`config.mk`:
```
export PLATFORM = sky130hd
export DESIGN_NAME = magic_sequencer
export DESIGN_NICKNAME = d
export VERILOG_FILES = /design/src/rtl/magic_pkg.sv /design/src/rtl/magic_prog_mem.sv /design/src/rtl/magic_sequencer.sv
export SDC_FILE = /design/constraint.sdc
export NUM_CORES = 1
export LEC_CHECK = 0
export BUFFER_PORTS_ARGS = -buffer_cell sky130_fd_sc_hd__buf_2
export CAP_MARGIN = 20
export CELL_PAD_IN_SITES_DETAIL_PLACEMENT = 2
export CELL_PAD_IN_SITES_GLOBAL_PLACEMENT = 2
export CORE_ASPECT_RATIO = 0.6
export CORE_MARGIN = 1
export CORE_UTILIZATION = 45
export CTS_CLUSTER_DIAMETER = 100
export DETAILED_ROUTE_END_ITERATION = 8
export GPL_ROUTABILITY_DRIVEN = 0
export PLACE_DENSITY_LB_ADDON = 0.05
export SLEW_MARGIN = 20
export SYNTH_ARGS = -nofsm -noshare
export SYNTH_HDL_FRONTEND = slang
export SYNTH_SLANG_ARGS = --single-unit
```
`constraint.sdc`:
```
create_clock -name clk -period 3.4 [get_ports clk]
set_input_delay 0.85 -clock clk [delete_from_list [all_inputs] [get_ports clk]]
set_output_delay 0.85 -clock clk [all_outputs]
set_load 0.05 [all_outputs]
```
`src/rtl/magic_pkg.sv`:
```
// magic_pkg: shared constants and types for the MAGIC crossbar row sequencer.
//   NCELLS / DEPTH : row width and program depth
//   CW / AW / IW   : cell-index, program-address and instruction widths
//   OP_NOT/OP_NOR  : op field encoding
//   state_e        : sequencer FSM states
//   instr_t        : instruction word {op, dst, src_a, src_b}
//   instr_illegal  : detects gates that would read their own output cell
package magic_pkg;

    localparam int NCELLS = 16;
    localparam int DEPTH  = 32;
    localparam int CW     = $clog2(NCELLS);
    localparam int AW     = $clog2(DEPTH);
    localparam int IW     = 1 + 3 * CW;

    localparam logic OP_NOT = 1'b0;
    localparam logic OP_NOR = 1'b1;

    typedef enum logic [1:0] {
        S_IDLE,
        S_INIT,
        S_EVAL,
        S_DONE
    } state_e;

    typedef struct packed {
        logic          op;
        logic [CW-1:0] dst;
        logic [CW-1:0] src_a;
        logic [CW-1:0] src_b;
    } instr_t;

    // A MAGIC gate cannot use its output cell as an input: the init phase
    // would overwrite the operand before evaluation. src_b only matters for NOR.
    function automatic logic instr_illegal(input instr_t i);
        return (i.dst == i.src_a) || ((i.op == OP_NOR) && (i.dst == i.src_b));
    endfunction

endpackage

```
`src/rtl/magic_prog_mem.sv`:
```
// magic_prog_mem: gate program store.
//   clk            : clock
//   we/waddr/wdata : synchronous write port
//   raddr/rdata    : combinational read port
// No reset: the program survives a sequencer reset.
module magic_prog_mem #(
    parameter int DEPTH = 32,
    parameter int IW    = 13,
    parameter int AW    = $clog2(DEPTH)
) (
    input  logic          clk,
    input  logic          we,
    input  logic [AW-1:0] waddr,
    input  logic [IW-1:0] wdata,
    input  logic [AW-1:0] raddr,
    output logic [IW-1:0] rdata
);

    logic [IW-1:0] mem [DEPTH];

    always_ff @(posedge clk) begin
        if (we) begin
            mem[waddr] <= wdata;
        end
    end

    assign rdata = mem[raddr];

endmodule

```
`src/rtl/magic_sequencer.sv`:
```
// magic_sequencer: runs a NOR/NOT gate program on one MAGIC crossbar row,
// two cycles per gate (INIT drives the output cell to 1, EVAL conditionally
// switches it to 0), while keeping a behavioural copy of the row's cells.
//   clk, rst                         : clock, async active-high reset
//   prog_we/prog_addr/prog_data      : program load (accepted only when idle)
//   num_ops, in_vec, start           : run length, initial cells, launch
//   busy, done, err                  : status (done is a 1-cycle pulse, err sticky)
//   cells_out                        : current modelled row state
//   xb_init/xb_eval/xb_op/xb_dst/
//   xb_src_a/xb_src_b                : crossbar drive, zero outside INIT/EVAL
module magic_sequencer
    import magic_pkg::*;
(
    input  logic              clk,
    input  logic              rst,
    input  logic              prog_we,
    input  logic [AW-1:0]     prog_addr,
    input  logic [IW-1:0]     prog_data,
    input  logic [AW:0]       num_ops,
    input  logic [NCELLS-1:0] in_vec,
    input  logic              start,
    output logic              busy,
    output logic              done,
    output logic              err,
    output logic [NCELLS-1:0] cells_out,
    output logic              xb_init,
    output logic              xb_eval,
    output logic [CW-1:0]     xb_dst,
    output logic [CW-1:0]     xb_src_a,
    output logic [CW-1:0]     xb_src_b,
    output logic              xb_op
);

    state_e            state_q, state_d;
    logic [NCELLS-1:0] cells_q, cells_d;
    logic [AW:0]       pc_q, pc_d;
    logic [AW:0]       len_q, len_d;
    logic              err_q, err_d;
    instr_t            instr_q, instr_d;

    logic [AW:0]       pc_inc;
    logic [AW-1:0]     rd_addr;
    logic [IW-1:0]     rd_data;
    logic              drive;

    assign pc_inc = pc_q + (AW+1)'(1);

    // The current gate is held in instr_q, fetched one step ahead: word 0 is
    // read while still idle, so a write to address 0 coinciding with start
    // lands after the fetch and is not seen by that run.
    assign rd_addr = (state_q == S_IDLE) ? '0 : pc_inc[AW-1:0];

    magic_prog_mem #(
        .DEPTH (DEPTH),
        .IW    (IW),
        .AW    (AW)
    ) u_prog_mem (
        .clk   (clk),
        .we    (prog_we && (state_q == S_IDLE)),
        .waddr (prog_addr),
        .wdata (prog_data),
        .raddr (rd_addr),
        .rdata (rd_data)
    );

    // State register
    always_ff @(posedge clk or posedge rst) begin
        if (rst) begin
            state_q <= S_IDLE;
            cells_q <= '0;
            pc_q    <= '0;
            len_q   <= '0;
            err_q   <= 1'b0;
            instr_q <= '0;
        end else begin
            state_q <= state_d;
            cells_q <= cells_d;
            pc_q    <= pc_d;
            len_q   <= len_d;
            err_q   <= err_d;
            instr_q <= instr_d;
        end
    end

    // Next state and datapath
    always_comb begin
        state_d = state_q;
        cells_d = cells_q;
        pc_d    = pc_q;
        len_d   = len_q;
        err_d   = err_q;
        instr_d = instr_q;
        case (state_q)
            S_IDLE: begin
                if (start) begin
                    cells_d = in_vec;
                    len_d   = num_ops;
                    pc_d    = '0;
                    err_d   = 1'b0;
                    instr_d = instr_t'(rd_data);
                    state_d = (num_ops == '0) ? S_DONE : S_INIT;
                end
            end
            S_INIT: begin
                // pc_q[AW] set means pc ran past the end of the program store.
                if (instr_illegal(instr_q) || pc_q[AW]) begin
                    err_d   = 1'b1;
                    state_d = S_DONE;
                end else begin
                    cells_d[instr_q.dst] = 1'b1;
                    state_d              = S_EVAL;
                end
            end
            S_EVAL: begin
                // MAGIC only switches the output cell 1 -> 0.
                cells_d[instr_q.dst] = cells_q[instr_q.dst] &
                    ~(cells_q[instr_q.src_a] |
                      ((instr_q.op == OP_NOR) & cells_q[instr_q.src_b]));
                pc_d = pc_inc;
                if (pc_inc == len_q) begin
                    state_d = S_DONE;
                end else begin
                    state_d = S_INIT;
                    instr_d = instr_t'(rd_data);
                end
            end
            S_DONE: begin
                state_d = S_IDLE;
            end
            default: begin
                state_d = S_IDLE;
            end
        endcase
    end

    // Outputs
    always_comb begin
        busy      = (state_q != S_IDLE);
        done      = (state_q == S_DONE);
        err       = err_q;
        cells_out = cells_q;
        xb_init   = (state_q == S_INIT);
        xb_eval   = (state_q == S_EVAL);
        drive     = xb_init || xb_eval;
        xb_op     = drive ? instr_q.op    : 1'b0;
        xb_dst    = drive ? instr_q.dst   : '0;
        xb_src_a  = drive ? instr_q.src_a : '0;
        xb_src_b  = drive ? instr_q.src_b : '0;
    end

endmodule

```
* After elaboration in Yosys (flattened, before gate mapping) *
Memory sizes are Yosys's and may differ from the RTL's.
Index checks and enable logic that the tools add are counted.

operators by class
  reduce and logical (&&, ||, !) cells = 17
  $lt $le $gt $ge = 4
  equality and inequality tests = 10
  multiplexer cells = 32
  add/sub/neg operators = 1
  bitwise logic cells = 5

operator list
  kind                                                                  count
  16-bit one-hot mux with 3 select lines                                1
  16-bit two-way mux                                                    2
  13-bit two-way mux                                                    2
  13-bit one-hot mux with 2 select lines                                1
  16-bit bitwise mux                                                    1
  16-bit bitwise OR                                                     1
  4-bit by 5-bit < comparator with 1-bit output, second input constant  3
  1-bit binary-select mux with 4-bit select                             3
  4-bit two-way mux                                                     3
  6-bit one-hot mux with 2 select lines                                 1
  1-bit two-way mux                                                     10
  3-bit AND reduction                                                   3
  4-bit == test                                                         2
  2-bit one-hot mux with 4 select lines                                 1
  6-bit by 1-bit adder with 6-bit output, second input constant         1
  6-bit == test                                                         1
  6-bit logical NOT                                                     1
  2-bit two-way mux                                                     3
  6-bit two-way mux                                                     1
  2-bit inequality test, second input constant                          3
  2-bit nonzero test                                                    3
  5-bit two-way mux                                                     1
  1-bit demux with 4-bit select                                         1
  2-bit == test, second input constant                                  2
  12 further kinds                                                      18

word-level totals
  input bits = 44
  flip-flop bits (word level) = 44
  memory bits (writable) = 416
  memories kept = 1
  logic and storage cells = 79
  output and inout bits = 34

memory list
  name            depth  width  rd ports  clocked after memory_dff  write ports  line                  source
  u_prog_mem.mem  32     13     1         0                         1            magic_prog_mem.sv:19  logic [IW-1:0] mem [DEPTH];

* Depth between registers and ports, before layout *
  depth after elaboration = 8
  mapped depth = 11
  mapped depth without buffers = 8

* Hierarchy *
A second synthesis with hierarchy kept.

second synthesis, totals
  cell total of the unflattened synthesis = 1233
  area, all modules = 19422.4 µm²

by module, submodules not included
  module           cells each  sequential area each (µm²)  instances  area an instance (µm²)
  magic_prog_mem   923         12492.0                     1          16468.3
  magic_sequencer  310         1101.1                      1          2954.1

* Least setup slack after synthesis *
OpenSTA, ideal clock, no wires.

  path kind = reg2reg
  start point = register state_q[0]
  end point = memory u_prog_mem.mem[12][0], enable pin
  buffers on the path = 4
  data required time = 3018 ps
  cell stages (with the launch flop) = 10
  clock period less this slack = 3115 ps
  setup time = 382 ps
  slack = 285 ps
  arrival = 2732 ps
  cell sequence = dfrtp_1 inv_1 ha_1 clkbuf_1 clkbuf_1 clkbuf_1 nand2_1 or3_1 clkbuf_1 nor2_1

between the ends
  cells in the longest elaborated chain, start to end = 4

RTL lines
  element                                  line                   source
  start: declaration                       magic_sequencer.sv:34  state_e state_q, state_d;
  start signal: assignment                 magic_sequencer.sv:76  state_q <= state_d;
  2-bit logical NOT                        magic_sequencer.sv:59  .we (prog_we && (state_q == S_IDLE)),
  1-bit logical AND                        magic_sequencer.sv:59
  1-bit two-way mux                        magic_prog_mem.sv:22   if (we) begin
  1-bit two-way mux (not written as such)  magic_prog_mem.sv:23   mem[waddr] <= wdata;
  end: declaration                         magic_prog_mem.sv:19

Every way passes these cells.

* Final worst setup path *
  start point = register pc_q[0]
  end point = register instr_q[4] in the netlist's numbering

between the ends
  cells in the longest elaborated chain, start to end = 5
  elaborated cells between the ends (all ways) = 9
  those cells by class = add/sub: 1; eq/ne: 2; mux: 4; reduce/logical: 1; memory: 1

RTL lines
  element                                     line                                           source
  start: declaration                          magic_sequencer.sv:36                          logic [AW:0] pc_q, pc_d;
  start signal: assignment                    magic_sequencer.sv:78                          pc_q <= pc_d;
  6-bit by 1-bit adder with 6-bit output (*)  magic_sequencer.sv:46                          assign pc_inc = pc_q + (AW+1)'(1);
  5-bit two-way mux                           magic_sequencer.sv:51                          assign rd_addr = (state_q == S_IDLE) ? '0 : pc_inc[AW-1:0];
  memory 32 x 13 bit                          n/a
  13-bit two-way mux (on tied branches)       magic_sequencer.sv:120, magic_sequencer.sv:95
  13-bit one-hot mux with 2 select lines      magic_sequencer.sv:93                          case (state_q)
  end signal: assignment                      magic_sequencer.sv:81                          instr_q <= instr_d;
  end: declaration                            magic_sequencer.sv:39                          instr_t instr_q, instr_d;

Every way passes the cells marked *; elsewhere a longest branch is shown, timed or not. The select of a mux whose other input is x is not followed.
A chain may end at the register's enable or synchronous reset.

==> flow_summary.yaml <==
cts:
  cts_buffers: 44
  clk_latency_ns: 0.56
  cts_htree_levels: 2
  cts_resized: 0
  cts.clk_slew.worst_paths_ns: 0.07
  cts_tree: "built"
  clkSinkCount: 460
  ctsHoldBuffers: 0
  root_buffer: "clkbuf_16"
  clockBufferDepth: 3
  post-cts-setup-buffers: 0
synthesis:
  synth-seq-cells: 460
  synth.avg_cell_area_um2: 15.08
  yosysTopAreaCellShare: 0.6352
  synth_mux_area_frac: 0.09938
  ys_types: 69
  synth_edf_count: 416
  synth_top_family_by_area: "multiplexers"
  syn_area_mm2: 0.01967
  syn_nets: 1353
  post_synth_fa_ha_maj_area_fraction: 0.003181
  synth_area_leaders: "edfxtp_1 (64%), mux4_2 (6.2%), dfrtp_1 (5.6%)"
  synthXorXnorAreaFrac: 0.01088
  synth_top_cell_by_area: "edfxtp_1"
  async_reset_ff_frac: 0.09565
  synth_cells: 1304
  synth_simple_gate_area_share: 0.07997
  synth-compound-area-share: 0.09321
  ys.flop_type: "edfxtp_1"
  ys_seq_area_frac: 0.6912
  ys_warn_count: 0
critical_path:
  reg2reg_slack_ns: 0.08
  r2r_end: "instr_q[4]"
  reg2reg_from: "pc_q[0]"
  r2r_cells: 8
  worst_setup_path_start_kind: "register"
  required_ns: 3.81
  critical_path_class: "reg2reg"
  critPathMaxFanout: 42
  end_kind: "register"
  arrival_ns: 3.73
global_routing:
  grt_max_degree: 62
  grt.total_usage: 0.3155
  antenna_found_initial: 3
  grt-ovfl-total: 0
  grt_pass1_wl_um: 99280
  first_global_vias: 13650
placement:
  numPortBuffers: 77
  place_area_mm2: 0.02122
  dp_hpwl_um: 45510
timing:
  timing_hold_violations_final: 0
  hold_slack_ns: 0.1661
  slew_headroom: 0.3578
  fin_crit_ns: 3.319
  rsz0062_at_grt: "no"
  tightestPinTransition_ns: 0.9623
  slew_viol_final: 0
  fmax_mhz: 301.3
  worst_clock_skew_ns: 0.02284
  setup_viol: 0
  period_share: 0.9762
  tns_ns: 0
finish:
  area_delta_synth_final_pct: 14.95
  nNetsFinal: 1481
  multi_input_area_mm2: 0.005704
  regArea_mm2: 0.01360
  final_layout_size_suffix_gt1_frac: 0.2221
  fill_cells: 3848
  final_cell_area_mm2: 0.02261
die:
  rows: 58
  die_y_um: 163.9
  core-area_mm2: 0.04245
  start_util: 0.4632
  chipWidth_um: 271.9
  io_pins: 78
  dieArea_mm2: 0.04457
drt:
  viasPerCell: 6.433
  drc: 0
  wl_um: 68780
  ant_nets: 0
  vias: 13090
  firstDrtPassIters: 7
  route.detailed.wl_per_inst_um: 33.82
  drt_iter0_markers: 1496
hold_path:
  worstHoldPathType: "in2async"
flow_run:
  cap_violations: 0
power_and_ir_drop:
  peakVddDrop_mv: 0.5698
  power_density_mw_per_mm2: 951.2
  power_leakage_nw: 7.697
run_status:
  outcome: "finished, final reports clean"
## Yosys cell counts (5+ instances only)
master,instances
mux4_2,54
nand3_1,20
a211o_1,5
a21oi_1,56
inv_1,11
nand2b_1,9
o221ai_1,7
and3_1,5
nor3b_1,5
nor3_1,25
a221oi_1,11
buf_2,22
xor2_1,13
nor4_1,12
a31oi_1,20
nor4b_1,6
o31a_1,6
nor2b_1,36
and2_1,16
mux2i_1,58
clkbuf_1,60
buf_1,8
xnor2_1,7
a221o_1,8
or3_1,5
a32oi_1,5
o31ai_1,23
a211oi_1,25
edfxtp_1,416
o21ai_0,20
a22o_1,5
o211ai_1,10
ha_1,5
o22ai_1,11
dfrtp_1,44
o21ai_1,11
mux2_2,14
a2111oi_0,6
nand2_1,107
nor2_1,67
## per-stage QoR
stage	util	setup slack, ns	std cells	total power, W
4_1_cts	0.5324	0.1580	2033	0.02145
3_5_place_dp	0.4998	0.2712	1956	0.01648
2_1_floorplan	-	0.2853	1304	0.01271
3_3_place_gp	0.4997	0.2734	1956	0.01614
5_1_grt	0.5324	0.02946	2033	0.02227
6_report	0.5325	0.08093	2034	0.02150
## flip-flops by register name, summed over array words and instances (netlist names)
signal / flops
instr_q: 13
cells_out: 16
len_q: 6
pc_q: 6
u_prog_mem.mem: 416
err: 1
state_q: 2
## cells by family after synthesis
family	after synthesis
and+or+nand+nor	324
adders and majority gates	5
DFF	460
buffers and inverters	106
xor gates and xnor gates	22
muxes	126
AOI/OAI and AO/OA	261
## power breakdown
part | internal [W] | switching (W)
Clock | 0.00276 | 0.00218
Sequential | 0.00646 | 0.000547
Combinational | 0.00337 | 0.00619
## layer usage
layer  global-route usage  up-vias  share of wire
met2               0.4624      635           0.43
met1               0.4676     6940           0.45
met4              0.07508        4          0.021
met5                    0        -        0.00031
met3              0.08538      104          0.098
li1                     -     5402              -
## layout by cell type, fill, tap and decap left out, types with 13 or more instances in the layout
cell type,instances
o31ai_1,23
dfrtp_1,43
buf_2,77
nor3_1,25
mux2i_1,58
nand2_1,107
nand3_1,20
and2_1,16
clkbuf_16,45
buf_4,94
nor2b_1,35
a31oi_1,20
mux2_2,14
a21oi_1,56
edfxtp_1,416
o21ai_0,20
clkbuf_1,13
a211oi_1,25
nor2_1,64
mux4_2,54
## worst max-delay path, stage by stage (launching register included)
cell	delay [ns]
dfrtp_4	0.49
ha_2	0.29
xnor2_4	0.21
buf_4	0.35
a2111oi_0	0.88
a211oi_1	0.11
a211o_1	0.43
a32oi_1	0.28
o21ai_1	0.09
## area by class of cell
type | instances | share of cell area
tap | 570 | 0.03155
antenna | 1 | 0.0001107
inverter | 14 | 0.002325
timing repair buffer | 174 | 0.05092
clock inverter | 18 | 0.008745
sequential | 460 | 0.6015
multi-input combinational | 738 | 0.2523
clock buffer | 59 | 0.05258
## worst max path at each step
stage | startpoint | to | slack, ns | cells after the start
after floorplan | state_q[0] | u_prog_mem.mem[12][0] | 0.29 | 9
after global placement | state_q[0] | instr_q[6] | 0.27 | 8
after detailed placement | state_q[0] | instr_q[6] | 0.27 | 8
after CTS | state_q[0] | busy | 0.16 | 5
after global routing | pc_q[0] | instr_q[4] | 0.03 | 8
final | pc_q[0] | instr_q[4] | 0.08 | 8
Power figures use the tool's default switching activity.
